[src/rtl/candidate_collector.sv]
// Collects I2LBS face-candidate windows per frame into a FWFT result FIFO for the OS-side reader.
// Optional macro CANDIDATE_DEDUP_EN suppresses candidates adjacent (+/-1) to the last stored one.
module candidate_collector #(
    parameter int unsigned DATA_WIDTH_12 = 12,
    parameter int unsigned FIFO_DEPTH    = 16,
    parameter int unsigned ADDR_WIDTH    = 4,
    parameter int unsigned COUNT_WIDTH   = 8
) (
    input  logic                     clk_fpga,
    input  logic                     reset_fpga,
    input  logic                     i_frame_start,
    input  logic                     i_frame_end,
    input  logic                     i_inspect_done,
    input  logic                     i_candidate,
    input  logic [DATA_WIDTH_12-1:0] i_resize_x,
    input  logic [DATA_WIDTH_12-1:0] i_resize_y,
    input  logic                     i_rd_ready,
    output logic                     o_rd_valid,
    output logic [DATA_WIDTH_12-1:0] o_rd_x,
    output logic [DATA_WIDTH_12-1:0] o_rd_y,
    output logic [ADDR_WIDTH:0]      o_fifo_count,
    output logic [COUNT_WIDTH-1:0]   o_frame_count,
    output logic                     o_overflow,
    output logic                     o_frame_done
);
    localparam int unsigned OCC_W = ADDR_WIDTH + 1;

    typedef enum logic [1:0] {IDLE, COLLECT, CLOSE} state_t;

    state_t                   state;
    logic [DATA_WIDTH_12-1:0] mem_x [FIFO_DEPTH];
    logic [DATA_WIDTH_12-1:0] mem_y [FIFO_DEPTH];
    logic [ADDR_WIDTH-1:0]    wr_ptr;
    logic [ADDR_WIDTH-1:0]    rd_ptr;
    logic [COUNT_WIDTH-1:0]   run_count;
    logic                     full;
    logic                     pop;
    logic                     dup;
    logic                     push_evt;
    logic                     wr_en;
    logic                     drop;
    logic                     start_seen;

    assign o_rd_valid = (o_fifo_count != '0);
    assign o_rd_x     = o_rd_valid ? mem_x[rd_ptr] : '0;
    assign o_rd_y     = o_rd_valid ? mem_y[rd_ptr] : '0;
    assign full       = (o_fifo_count == OCC_W'(FIFO_DEPTH));
    assign pop        = o_rd_valid && i_rd_ready;
    assign push_evt   = (state == COLLECT) && i_inspect_done && i_candidate && !dup;
    // A full FIFO still accepts a push when the head leaves in the same cycle.
    assign wr_en      = push_evt && (!full || pop);
    assign drop       = push_evt && full && !pop;
    assign start_seen = i_frame_start && ((state == IDLE) || (state == COLLECT));

`ifdef CANDIDATE_DEDUP_EN
    logic                     last_valid;
    logic [DATA_WIDTH_12-1:0] last_x;
    logic [DATA_WIDTH_12-1:0] last_y;
    logic                     near_x;
    logic                     near_y;

    assign near_x = (i_resize_x >= last_x) ? ((i_resize_x - last_x) <= DATA_WIDTH_12'(1))
                                           : ((last_x - i_resize_x) <= DATA_WIDTH_12'(1));
    assign near_y = (i_resize_y >= last_y) ? ((i_resize_y - last_y) <= DATA_WIDTH_12'(1))
                                           : ((last_y - i_resize_y) <= DATA_WIDTH_12'(1));
    assign dup    = last_valid && near_x && near_y;

    // Reference point for adjacency: only coordinates actually written to the FIFO.
    always_ff @(posedge clk_fpga or posedge reset_fpga) begin
        if (reset_fpga) begin
            last_valid <= 1'b0;
            last_x     <= '0;
            last_y     <= '0;
        end else if (start_seen) begin
            last_valid <= 1'b0;
        end else if (wr_en) begin
            last_valid <= 1'b1;
            last_x     <= i_resize_x;
            last_y     <= i_resize_y;
        end
    end
`else
    assign dup = 1'b0;
`endif

    // Result storage; contents are only observable through the valid-gated head.
    always_ff @(posedge clk_fpga) begin
        if (wr_en) begin
            mem_x[wr_ptr] <= i_resize_x;
            mem_y[wr_ptr] <= i_resize_y;
        end
    end

    always_ff @(posedge clk_fpga or posedge reset_fpga) begin
        if (reset_fpga) begin
            wr_ptr       <= '0;
            rd_ptr       <= '0;
            o_fifo_count <= '0;
        end else begin
            if (wr_en) wr_ptr <= wr_ptr + ADDR_WIDTH'(1);
            if (pop)   rd_ptr <= rd_ptr + ADDR_WIDTH'(1);
            case ({wr_en, pop})
                2'b10:   o_fifo_count <= o_fifo_count + OCC_W'(1);
                2'b01:   o_fifo_count <= o_fifo_count - OCC_W'(1);
                default: o_fifo_count <= o_fifo_count;
            endcase
        end
    end

    // Frame FSM with per-frame counter and sticky overflow.
    always_ff @(posedge clk_fpga or posedge reset_fpga) begin
        if (reset_fpga) begin
            state         <= IDLE;
            run_count     <= '0;
            o_overflow    <= 1'b0;
            o_frame_count <= '0;
            o_frame_done  <= 1'b0;
        end else begin
            o_frame_done <= 1'b0;
            case (state)
                IDLE: begin
                    if (i_frame_start) begin
                        state      <= COLLECT;
                        run_count  <= '0;
                        o_overflow <= 1'b0;
                    end
                end
                COLLECT: begin
                    if (i_frame_start) begin
                        run_count  <= wr_en ? COUNT_WIDTH'(1) : '0;
                        o_overflow <= drop;
                    end else begin
                        if (wr_en && (run_count != '1)) run_count <= run_count + COUNT_WIDTH'(1);
                        if (drop) o_overflow <= 1'b1;
                    end
                    if (i_frame_end) state <= CLOSE;
                end
                CLOSE: begin
                    o_frame_count <= run_count;
                    o_frame_done  <= 1'b1;
                    state         <= IDLE;
                end
                default: state <= IDLE;
            endcase
        end
    end
endmodule

[config.mk]
export PLATFORM = sky130hd
export DESIGN_NAME = candidate_collector
export DESIGN_NICKNAME = d
export VERILOG_FILES = /design/src/rtl/candidate_collector.sv
export SDC_FILE = /design/constraint.sdc
export NUM_CORES = 1
export LEC_CHECK = 0
export ABC_AREA = 1
export CORE_MARGIN = 2
export CORE_UTILIZATION = 50
export DETAILED_ROUTE_END_ITERATION = 12
export GPL_ROUTABILITY_DRIVEN = 0
export PLACE_DENSITY = 0.68
export SLEW_MARGIN = 25
export SYNTH_ARGS = -nofsm -noshare
export SYNTH_HDL_FRONTEND = slang
export SYNTH_SLANG_ARGS = --single-unit
[constraint.sdc]
create_clock -name clk_fpga -period 3.4 [get_ports clk_fpga]
set_input_delay 0.34 -clock clk_fpga [delete_from_list [all_inputs] [get_ports clk_fpga]]
set_output_delay 0.34 -clock clk_fpga [all_outputs]
set_load 0.02 [all_outputs]
After elaboration in Yosys (flattened, before gate mapping)
Memories as Yosys holds them, arrays and structs flattened.
Cells that the tools add are included.
- add/sub/neg operators: 5
- $mul: 0
- divide/modulo/power cells: 0
- order comparisons: 0
- equality and inequality tests: 10
- shift operators: 0
- muxes and demuxes: 18
- bitwise gates (word level): 0
- reduce and logical (&&, ||, !) cells: 17
- operators by type and width (operator ; number):
    $mux 12 ; 2
    $mux 8 ; 3
    $pmux 8 s2 ; 1
    $pmux 5 s2 ; 1
    $add 4x1->4 const B ; 2
    $add 8x1->8 const B ; 1
    $ne 8x8->1 const B ; 1
    $logic_and 1x1->1 ; 7
    $mux 1 ; 7
    $reduce_and 3->1 ; 2
    $add 5x1->5 const B ; 1
    $eq 5x5->1 const B ; 1
    $reduce_bool 5->1 ; 1
    $sub 5x1->5 const B ; 1
    $eq 2x1->1 const B ; 2
    $eq 2x2->1 const B ; 2
    $mux 2 ; 2
    $ne 2x2->1 const B ; 2
    $pmux 2 s2 ; 1
    $reduce_bool 2->1 ; 2
    $ne 3x2->1 const B ; 1
    $ne 3x3->1 const B ; 1
    $logic_not 1->1 ; 2
    $logic_not 2->1 ; 1
    other kinds (3) ; 3
- register bits after elaboration: 33
- bits in latches: 0
- RAM bits: 384
- ROM bits: 0
- bits of input ports: 31
- output and inout bits: 40
- logic and storage cells: 60
- memories: 2
- memory list (name ; depth ; width ; rd ports ; clocked after memory_dff ; wr ports ; line ; RTL):
    mem_x ; 16 ; 12 ; 1 ; 0 ; 1 ; 31 ; logic [DATA_WIDTH_12-1:0] mem_x [FIFO_DEPTH];
    mem_y ; 16 ; 12 ; 1 ; 0 ; 1 ; 32 ; logic [DATA_WIDTH_12-1:0] mem_y [FIFO_DEPTH];

Logic depth before layout (Yosys ltp)
- word-level depth: 8
- depth in mapped cells: 19
- depth with buffers taken out: 19

Least setup slack after synthesis
No wires, ideal clock.
- path type: register to register
- start point: register o_fifo_count[0]
- end point: memory mem_x[11][0], enable pin
- library setup time: 405 ps
- arrival: 2077 ps
- data required time: 2995 ps
- path slack: 918 ps
- stages on the path, launching flop included: 7
- path buffers: 0
- period minus slack after synthesis: 2482 ps
- cells stage by stage: dfrtp_1 -> nor2_1 -> nand3_1 -> nand2_2 -> nor2_1 -> nand2_1 -> nor2_1
- longest elaborated chain between the ends: 6
- elaborated cells on any way between the ends: 8
- classes of those cells: eq/ne (1); mux (2); reduce/logical (5)
- ends and longest elaborated chain (item ; line ; RTL):
    start: declaration ; 21 ; output logic [ADDR_WIDTH:0] o_fifo_count,
    start signal: assignment ; 103 ; 2'b10: o_fifo_count <= o_fifo_count + OCC_W'(1);
    start signal: assignment ; 104 ; 2'b01: o_fifo_count <= o_fifo_count - OCC_W'(1);
    start signal: assignment ; 105 ; default: o_fifo_count <= o_fifo_count;
    $eq 5x5->1 or $reduce_bool 5->1 (tied branches) ; 47, 44 ;
    $logic_not 1->1 or $logic_and 1x1->1 (tied branches) ; 51, 48 ;
    $logic_or 1x1->1 * ; 51 ; assign wr_en = push_evt && (!full || pop);
    $logic_and 1x1->1 * ; 51 ;
    $mux 1 * ; 88 ; if (wr_en) begin
    $mux 1 (not written as such) * ; 89 ; mem_x[wr_ptr] <= i_resize_x;
    end: declaration ; 31 ;
Every way passes the cells marked *; elsewhere a longest branch is shown, timed or not.

Final worst setup path
- start point: register rd_ptr[0]
- end point: output o_rd_y[8]
- longest elaborated chain between the ends: 2
- ends and longest elaborated chain (item ; line ; RTL):
    start: declaration ; 34 ; logic [ADDR_WIDTH-1:0] rd_ptr;
    start signal: assignment ; 101 ; if (pop) rd_ptr <= rd_ptr + ADDR_WIDTH'(1);
    $mem_v2 16x12 ; - ;
    $mux 12 ; 46 ; assign o_rd_y = o_rd_valid ? mem_y[rd_ptr] : '0;
    end: declaration ; 20 ; output logic [DATA_WIDTH_12-1:0] o_rd_y,
No other way between the ends.

==> results.json <==
{
  "wl_um": 40500,
  "tightestPinTransition_ns": 0.651,
  "cts_setup_buffers": 0,
  "report.final.slew_viol_count": 0,
  "io_buffers": 70,
  "start_kind": "register",
  "worst_setup_path_end_kind": "output pin",
  "cts_made_buffers": 44,
  "fin_skew_ns": 0.0252,
  "fmax_ghz": 0.306,
  "antenna_found_initial": 0,
  "synth_most_common_cell": "nand2_1",
  "finalNetCount": 1613,
  "synth-seq-cells": 417,
  "ir_drop_mv": 0.534,
  "track_usage_pct": 22.8,
  "finalSetupViolations": 0,
  "status": "completed",
  "cts_sinks": 417,
  "place_inst": 1981,
  "synth_area_leader_cell": "edfxtp_1",
  "yosysWarningCount": 0,
  "pwr-share-seq_pct": 36.3,
  "vias": 11300,
  "first_pass_iters": 6,
  "power_mw": 16.4,
  "rows": 68,
  "syn_area_sq_mm": 0.0173,
  "synthTopCellsByArea": "edfxtp_1 (67%), nand2_1 (12%), nand3_1 (9.0%)",
  "p_int_mw": 10.4,
  "ant_nets": 0,
  "start_util_pct": 50.5,
  "cts_tree": "yes",
  "synth.avg_cell_area_sq_um": 11.5,
  "clock_power_share_pct": 26.7,
  "switching_share_pct": 36.3,
  "dieArea_sq_mm": 0.0362,
  "gr-total-overflow": 0,
  "grt_max_degree": 130,
  "area_growth_pct": 15.0,
  "synth_top_area_share_pct": 66.6,
  "min_period_over_period_pct": 96.2,
  "maxCapViolCount": 0,
  "syn_inst": 1503,
  "synth_fp_nets": 1544,
  "grt_pass1_vias": 11000,
  "critical_path_class": "reg2out",
  "crit_fanout": 129,
  "powerDensity_mw_per_mm2": 822,
  "hp-class": "in2async",
  "diodes": 0,
  "finalWorstSetupSlack_ns": 0.131,
  "layout-drive-gt1-share_pct": 8.31,
  "cts_buffer_depth": 3,
  "switchingPower_mw": 5.95,
  "cts_root_buffer": "clkbuf_16",
  "io_pins": 71,
  "async_flop_share_pct": 7.91,
  "synth_top_flop_cell": "edfxtp_1",
  "die_w_um": 190,
  "hold_viol_final": 0,
  "post-route-min-period_ns": 3.27,
  "max-slew-margin-rel_pct": 56.4,
  "die_height_um": 190,
  "power.leakage_nw": 7.38,
  "clock_latency_ns": 0.54,
  "vias_per_cell": 5.47,
  "synth_seq_area_share_pct": 71.3,
  "synth_edf_count": 384,
  "htreeDepth": 2,
  "cts.hold.buffers_added": 0,
  "grt_first_pass_wirelength_um": 63100,
  "dp_hpwl_um": 21300,
  "synth_common_cells": "nand2_1 (556), edfxtp_1 (384), nand3_1 (310)",
  "clkTransAtPathRegs_ns": 0.06,
  "crit_arrival_ns": 2.93,
  "place_ws_ns": 0.584,
  "wl_per_cell_um": 19.7,
  "cts.repair.resized": 0,
  "drc_errors": 0,
  "synthDistinctLibCells": 33,
  "combPwrFrac_pct": 37.0,
  "required_ns": 3.06,
  "stdcell_count": 2056,
  "drtIter0Drc": 1191,
  "core_sq_mm": 0.0343
}
routing by layer:
metal / vias up / track usage (%) / part of all wire, %
met4: 0 / 6.47 / 2.3
met5: - / 0 / 0
met3: 69 / 2.86 / 5.7
met2: 348 / 38.6 / 49
li1: 5345 / - / -
met1: 5489 / 31.4 / 43
final timing paths:
path                                  start               end  slack, ns  cells after the start
min in group clk_fpga           i_frame_end          state[1]       0.37                      3
setup / recovery                  rd_ptr[0]         o_rd_y[8]       0.13                      8
hold reg to reg            o_frame_count[1]  o_frame_count[1]       0.47                      2
max in group asynchronous        reset_fpga   o_fifo_count[2]       2.66                      3
hold / removal                   reset_fpga         wr_ptr[3]       0.19                      2
setup reg to reg            o_fifo_count[0]   o_fifo_count[4]       0.92                     15
metrics by stage:
stage               setup TNS [ns]  hold slack [ns]  instance area, sq um  utilization (%)
floorplan                        0            0.439                 17300                -
global placement                 0            0.462                 18600             54.2
detailed placement               0            0.462                 18600             54.2
CTS                              0            0.208                 19900             58.0
global route             -0.000684            0.260                 19900             58.1
finish                           0            0.189                 19900             58.1
sequential cells by signal, summed over array words and instances, names as in the netlist:
register,flops
o_fifo_count,5
o_frame_done,1
o_overflow,1
rd_ptr,4
wr_ptr,4
run_count,8
state,2
mem_y,192
mem_x,192
o_frame_count,8
power by group through the flow:
stage               Combinational, mW  Clock (mW)  Sequential (mW)
CTS                              6.05        4.45             5.95
global placement                 5.95           0             6.05
finish                           6.05        4.38             5.95
floorplan                        4.15           0             6.04
global route                     6.68        4.64             5.97
detailed placement               6.02           0             6.05
area by class of cell:
cell class / count / area (sq um)
fill: 2746 / 14400
sequential: 417 / 12400
multi-input combinational: 968 / 4400
clock buffer: 60 / 1230
timing repair buffer: 106 / 1140
tap: 455 / 569
inverter: 35 / 141
clock inverter: 15 / 76.3
layout by cell type, fill, tap and decap left out, types with 2 or more instances in the layout:
| cell type | Yosys | routed |
|---|---|---|
| inv_2 | 2 | 3 |
| xor2_1 | 6 | 6 |
| clkinv_1 | 1 | 8 |
| nand2_4 | 2 | 2 |
| nand3_1 | 310 | 310 |
| ha_1 | 10 | 10 |
| nand2_2 | 3 | 3 |
| inv_6 | 0 | 3 |
| dfrtp_4 | 0 | 2 |
| clkbuf_16 | 0 | 45 |
| buf_16 | 0 | 2 |
| buf_4 | 4 | 23 |
| nor2_1 | 32 | 16 |
| edfxtp_1 | 384 | 384 |
| clkbuf_8 | 0 | 5 |
| dfrtp_1 | 33 | 30 |
| inv_1 | 30 | 28 |
| a21oi_2 | 8 | 8 |
| o21ai_0 | 9 | 9 |
| clkdlybuf4s50_1 | 0 | 70 |
| clkinv_2 | 1 | 5 |
| buf_12 | 1 | 10 |
| nand2_1 | 556 | 556 |
| xnor2_1 | 2 | 2 |
| o21ai_1 | 3 | 3 |
| nor2_4 | 1 | 17 |
| clkbuf_1 | 13 | 10 |
| inv_4 | 1 | 2 |
| nor3_1 | 2 | 2 |
| a21oi_1 | 17 | 17 |
| o22ai_1 | 2 | 2 |
cell families after synthesis:
group	after synthesis	synth area share (%)
buffers and inverters	118	3.97
adders and majority gates	10	0.722
xor gates and xnor gates	8	0.404
AOI/OAI and AO/OA	42	1.44
and+or+nand+nor	908	22.1
DFF	417	71.3
critical path: stages, from the launching register on:
cell             delay (ns)
dfrtp_4                0.48
buf_12                 0.43
nand2_1                0.13
nand3_1                0.13
nand3_1                0.12
nand2_1                0.08
nand2_1                0.07
a21oi_1                0.21
clkdlybuf4s50_1        0.64
No activity file was read; power rests on OpenSTA's default activity.
==> RTL change 1, RTL diff (same flow settings) <==
Re-encode `state_t` (3 states) as one-hot, 3 bits wide.
--- a/src/rtl/candidate_collector.sv
+++ b/src/rtl/candidate_collector.sv
@@ -26,5 +26,5 @@
     localparam int unsigned OCC_W = ADDR_WIDTH + 1;
 
-    typedef enum logic [1:0] {IDLE, COLLECT, CLOSE} state_t;
+    typedef enum logic [2:0] {IDLE = 3'b001, COLLECT = 3'b010, CLOSE = 3'b100} state_t;
 
     state_t                   state;
Check against the original RTL: no difference found for any inputs over 4 cycles, from zero or initial values and one cycle with reset_fpga high; so few cycles prove little.
==> RTL change 1 against the original RTL <==
  * Synthesized cell count shrank 14%
  * Sequential share of layout area grew 0.84 points
  * Wire length shrank 0.10%
  * Final cell count shrank 10%
  * Sequential cell count increased by 1
  * Maximum frequency decreased by 0.40%
  * Largest power group is now registers
  * Combinational power decreased by 6.3%
  * Cell area decreased by 1.1%
  * Clock skew down 0.0038 ns
  * Area after synthesis fell by 3.6%
  * Worst setup slack worse by 0.013 ns
  * Power shrank 0.70%
  * Sequential power down 1%
==> RTL change 1: results (changes against the original RTL) <==
| Stage | Quantity | Value | vs unedited |
| --- | --- | --- | --- |
| logic synthesis | Leading cell types by count after synthesis | 384 x edfxtp_1, 251 x nor2_1, 215 x o21ai_0, 74 x nand2_1, 64 x o221ai_1 | was 556 x nand2_1, 384 x edfxtp_1, 310 x nand3_1, 35 x buf_2, 33 x dfrtp_1 |
| global route | Total track usage | 23.07% | was 22.84% |
| global route | Largest net degree at the start of global routing | 94 | was 130 |
| global route | Met2 layer usage reported by global route | 36.00% | was 38.56% |
| placement | Placed wire-length estimate | 22.17 mm | was 21.25 mm |
| clock tree | Number of clock buffers inserted by TritonCTS | 43 | was 44 |
| logic synthesis | Top cell type's share of synthesized area | 69.02% | was 66.57% |
| timing | Setup Skew | 0.02141 ns | was 0.02519 ns |
| layout | Fin nets | 1412 | was 1613 |
| critical path | Largest fanout of any net on the critical path | 93 | was 129 |
| logic synthesis | Netlist cell types | 35 | was 33 |
| logic synthesis | Mean cell area of the mapped netlist | 12.87 µm² | was 11.53 µm² |
| drt | Overall routed net length | 40.44 mm | was 40.49 mm |
| critical path | Worst Reg2Reg Path Length in Cells | 9 | was 15 |
| global route | Global-route met3 utilization | 4.006% | was 2.859% |
| logic synthesis | Synthesized netlist net count | 1336 | was 1544 |
| timing | Hold Slack | 0.1821 ns | was 0.1891 ns |
| critical path | End point of the critical path | o_rd_x[3] | was o_rd_y[8] |
| power | Combinational logic power | 5.67 mW | was 6.05 mW |
| drt | Number of search-and-repair iterations in the first detailed-routing pass | 5 | was 6 |
| placement | Total placed instance area | 0.01823 mm² | was 0.01860 mm² |
| logic synthesis | Arithmetic-cell share of the synthesized area counting full adders, half adders and majority gates | 0.5242% | was 0.7223% |
| logic synthesis | Post-Synth XOR/XNOR Area | 0.4194% | was 0.4045% |
| logic synthesis | Sequential-to-total area share from yosys stat | 74.12% | was 71.33% |
| global route | First-pass GRT wire length | 62.13 mm | was 63.11 mm |
| critical path | CP Data Arrival Time | 2.94 ns | was 2.93 ns |
| timing | Slew @ Worst Pin | 0.6312 ns | was 0.6512 ns |
| outcome | Outcome | completed | unchanged |
| global route | Routing usage on met1 | 33.20% | was 31.38% |
| logic synthesis | Synthesized-area fraction occupied by ao, oa, aoi and oai cells | 12.36% | was 1.445% |
| logic synthesis | Async S/R FF share, synth | 8.134% | was 7.914% |
| clock tree | Quantity of gates resized following cts | 2 | was 0 |
| power | Share of total power in sequential cells | 36.1% | was 36.3% |
[RTL change 1: cell count changes after synthesis, moves of 10 or more]
cell,before,now
clkbuf_1,13,63
buf_2,35,13
buf_6,22,1
nor2_1,32,251
nand2_1,556,74
o22ai_1,2,32
o221ai_1,0,64
o21ai_0,9,215
nand3_1,310,48
o21ai_1,3,13
[RTL change 1: area by class of cell]
cell class                      count  area, µm²  area share, %
Timing Repair Buffer              113       1224          6.213
Inverter                           37      143.9         0.7306
Clock buffer                       46       1109          5.629
Tap cell                          442      553.0          2.808
Clock inverter                     34      319.1          1.620
Multi-Input combinational cell    761       3958          20.09
Sequential cell                   418      12390          62.91
[RTL change 1: cell families after synthesis]
| logic type | count (synthesis) |
|---|---|
| flops | 418 |
| simple gates | 392 |
| compound gates | 354 |
| buf+inv | 119 |
| xor+xnor | 8 |
| fa+ha+maj | 7 |
[RTL change 1: metal layers]
metal  routed length, µm  vias up
met5                  13        -
met4                 968        2
met3                3710       79
met2               18900      533
met1               16850     5345
li1                    -     4963
==> RTL change 2, RTL diff (config.mk and constraints unchanged) <==
Without the edit above. The option `CANDIDATE_DEDUP_EN` is turned on by a define.
--- a/src/rtl/candidate_collector.sv
+++ b/src/rtl/candidate_collector.sv
@@ -1,4 +1,6 @@
 // Collects I2LBS face-candidate windows per frame into a FWFT result FIFO for the OS-side reader.
 // Optional macro CANDIDATE_DEDUP_EN suppresses candidates adjacent (+/-1) to the last stored one.
+`define CANDIDATE_DEDUP_EN
+
 module candidate_collector #(
     parameter int unsigned DATA_WIDTH_12 = 12,
Function: changed (a bounded check fails within 4 cycles, from zero or initial values and one cycle with reset_fpga high).
==> RTL change 2 against the original RTL <==
  * Clock skew barely moved
  * First-iteration DRC count rose by 41%
  * Cell area rose by 26%
  * Via count rose by 37%
  * Sequential power rose by 9.9%
  * Wire length rose by 38%
  * Area after synthesis rose by 18%
  * Worst setup slack got worse by 0.11 ns
  * Sequential cell count rose by 25
  * Power rose by 25%
  * Final cell count rose by 31%
  * Critical endpoint is now o_fifo_count[4]
==> RTL change 2: results (changes against the original RTL) <==
| Stage | Quantity | Value | vs unedited |
| --- | --- | --- | --- |
| global route | Global-route met3 utilization | 4.226% | was 2.859% |
| clock tree | Number of clock buffers inserted by TritonCTS | 45 | was 44 |
| critical path | Slowest library cell on the worst path | fa_2 | was clkdlybuf4s50_1 |
| critical path | R2R setup slack | 0.02 ns | was 0.92 ns |
| critical path | Reg-to-Reg Start | last_x[0] | was o_fifo_count[0] |
| power | Static Leak | 9.697 nW | was 7.375 nW |
| power | Power consumption | 20.47 mW | was 16.38 mW |
| logic synthesis | Async S/R FF share, synth | 13.12% | was 7.914% |
| drt | Number of search-and-repair iterations in the first detailed-routing pass | 5 | was 6 |
| global route | Routing usage on met1 | 36.29% | was 31.38% |
| logic synthesis | Mean cell area of the mapped netlist | 10.52 µm² | was 11.53 µm² |
| logic synthesis | Leading cell types by count after synthesis | 384 x edfxtp_1, 305 x nand2_1, 283 x nor2_1, 218 x o21ai_0, 176 x inv_1 | was 556 x nand2_1, 384 x edfxtp_1, 310 x nand3_1, 35 x buf_2, 33 x dfrtp_1 |
| drt | DR vias | 15470 | was 11250 |
| logic synthesis | Arithmetic-cell share of the synthesized area counting full adders, half adders and majority gates | 3.864% | was 0.7223% |
| critical path | Largest fanout of any net on the critical path | 4 | was 129 |
| global route | Largest net degree at the start of global routing | 59 | was 130 |
| critical path | Critical path's largest stage delay | 0.51 ns | was 0.64 ns |
| logic synthesis | Post-Synth XOR/XNOR Area | 0.4293% | was 0.4045% |
| drt | Routed wirelength normalized by instance count | 20.70 µm | was 19.69 µm |
| power | Maximum vdd drop | 0.5537 mV | was 0.5336 mV |
| logic synthesis | Netlist cell types | 40 | was 33 |
| outcome | Outcome | completed | unchanged |
| global route | Met2 layer usage reported by global route | 42.47% | was 38.56% |
| power | Switching pwr | 8.105 mW | was 5.947 mW |
| placement | Dpl cells | 2600 | was 1981 |
| logic synthesis | Synthesized netlist net count | 2031 | was 1544 |
| layout | Fraction of layout instances using a drive strength above 1 | 16.36% | was 8.307% |
| clock tree | Clock latency of the later-clocked register in the worst-skew pair | 0.57 ns | was 0.54 ns |
| critical path | CP Data Arrival Time | 3.83 ns | was 2.93 ns |
| critical path | Worst Reg2Reg Path Length in Cells | 25 | was 15 |
==> RTL change 2: cell count changes in the layout (fill, tap and decap cells not counted), moves of 19 or more <==
cell | unedited run | this run
nand2_1 | 556 | 292
nor2_1 | 16 | 257
o21ai_0 | 9 | 218
nand3_1 | 310 | 110
inv_1 | 28 | 164
buf_4 | 23 | 124
o221ai_1 | 0 | 72
a21oi_1 | 17 | 52
ha_1 | 10 | 43
buf_12 | 10 | 39
clkdlybuf4s50_1 | 70 | 45
dfrtp_1 | 30 | 54
o22ai_1 | 2 | 25
nand4_1 | 1 | 20
==> RTL change 2: per-layer routing <==
layer / routed length (µm) / vias to the layer above
li1: - / 7190
met1: 22710 / 7453
met2: 26420 / 722
met5: 0 / -
met3: 5576 / 104
met4: 1209 / 0
==> RTL change 2: per-stage QoR <==
| stage | worst slack (ns) | TNS [ns] | area (µm²) | hold slack [ns] |
|---|---|---|---|---|
| after floorplan | -0.1658 | -53.25 | 20400 | 0.4359 |
| after global placement | -0.5946 | -152.51 | 23140 | 0.4565 |
| after detailed placement | -0.7163 | -179.42 | 23140 | 0.4641 |
| after CTS | -0.01210 | -0.02302 | 24540 | 0.3541 |
| after global routing | -0.1470 | -2.087 | 25090 | 0.3589 |
| final | 0.02126 | 0 | 25090 | 0.3368 |
==> RTL change 2: what timing repair did <==
| action | in CTS | in global routing |
|---|---|---|
| pin swaps | 0 | 22 |
| endpoints found under the setup margin | 23 | 408 |
| gates cloned | 0 | 7 |
| setup buffers | 1 | 12 |
| hold buffers | 0 | 0 |
| resized for setup | 20 | 78 |
==> RTL change 2: final cells by class <==
class / instances / area, µm²
clock buffer: 60 / 1245
clock inverter: 22 / 140.1
fill: 3069 / 14920
inverter: 187 / 709.4
multi-input combinational: 1218 / 6679
sequential: 442 / 12990
tap: 525 / 656.9
timing repair buffer: 247 / 2664
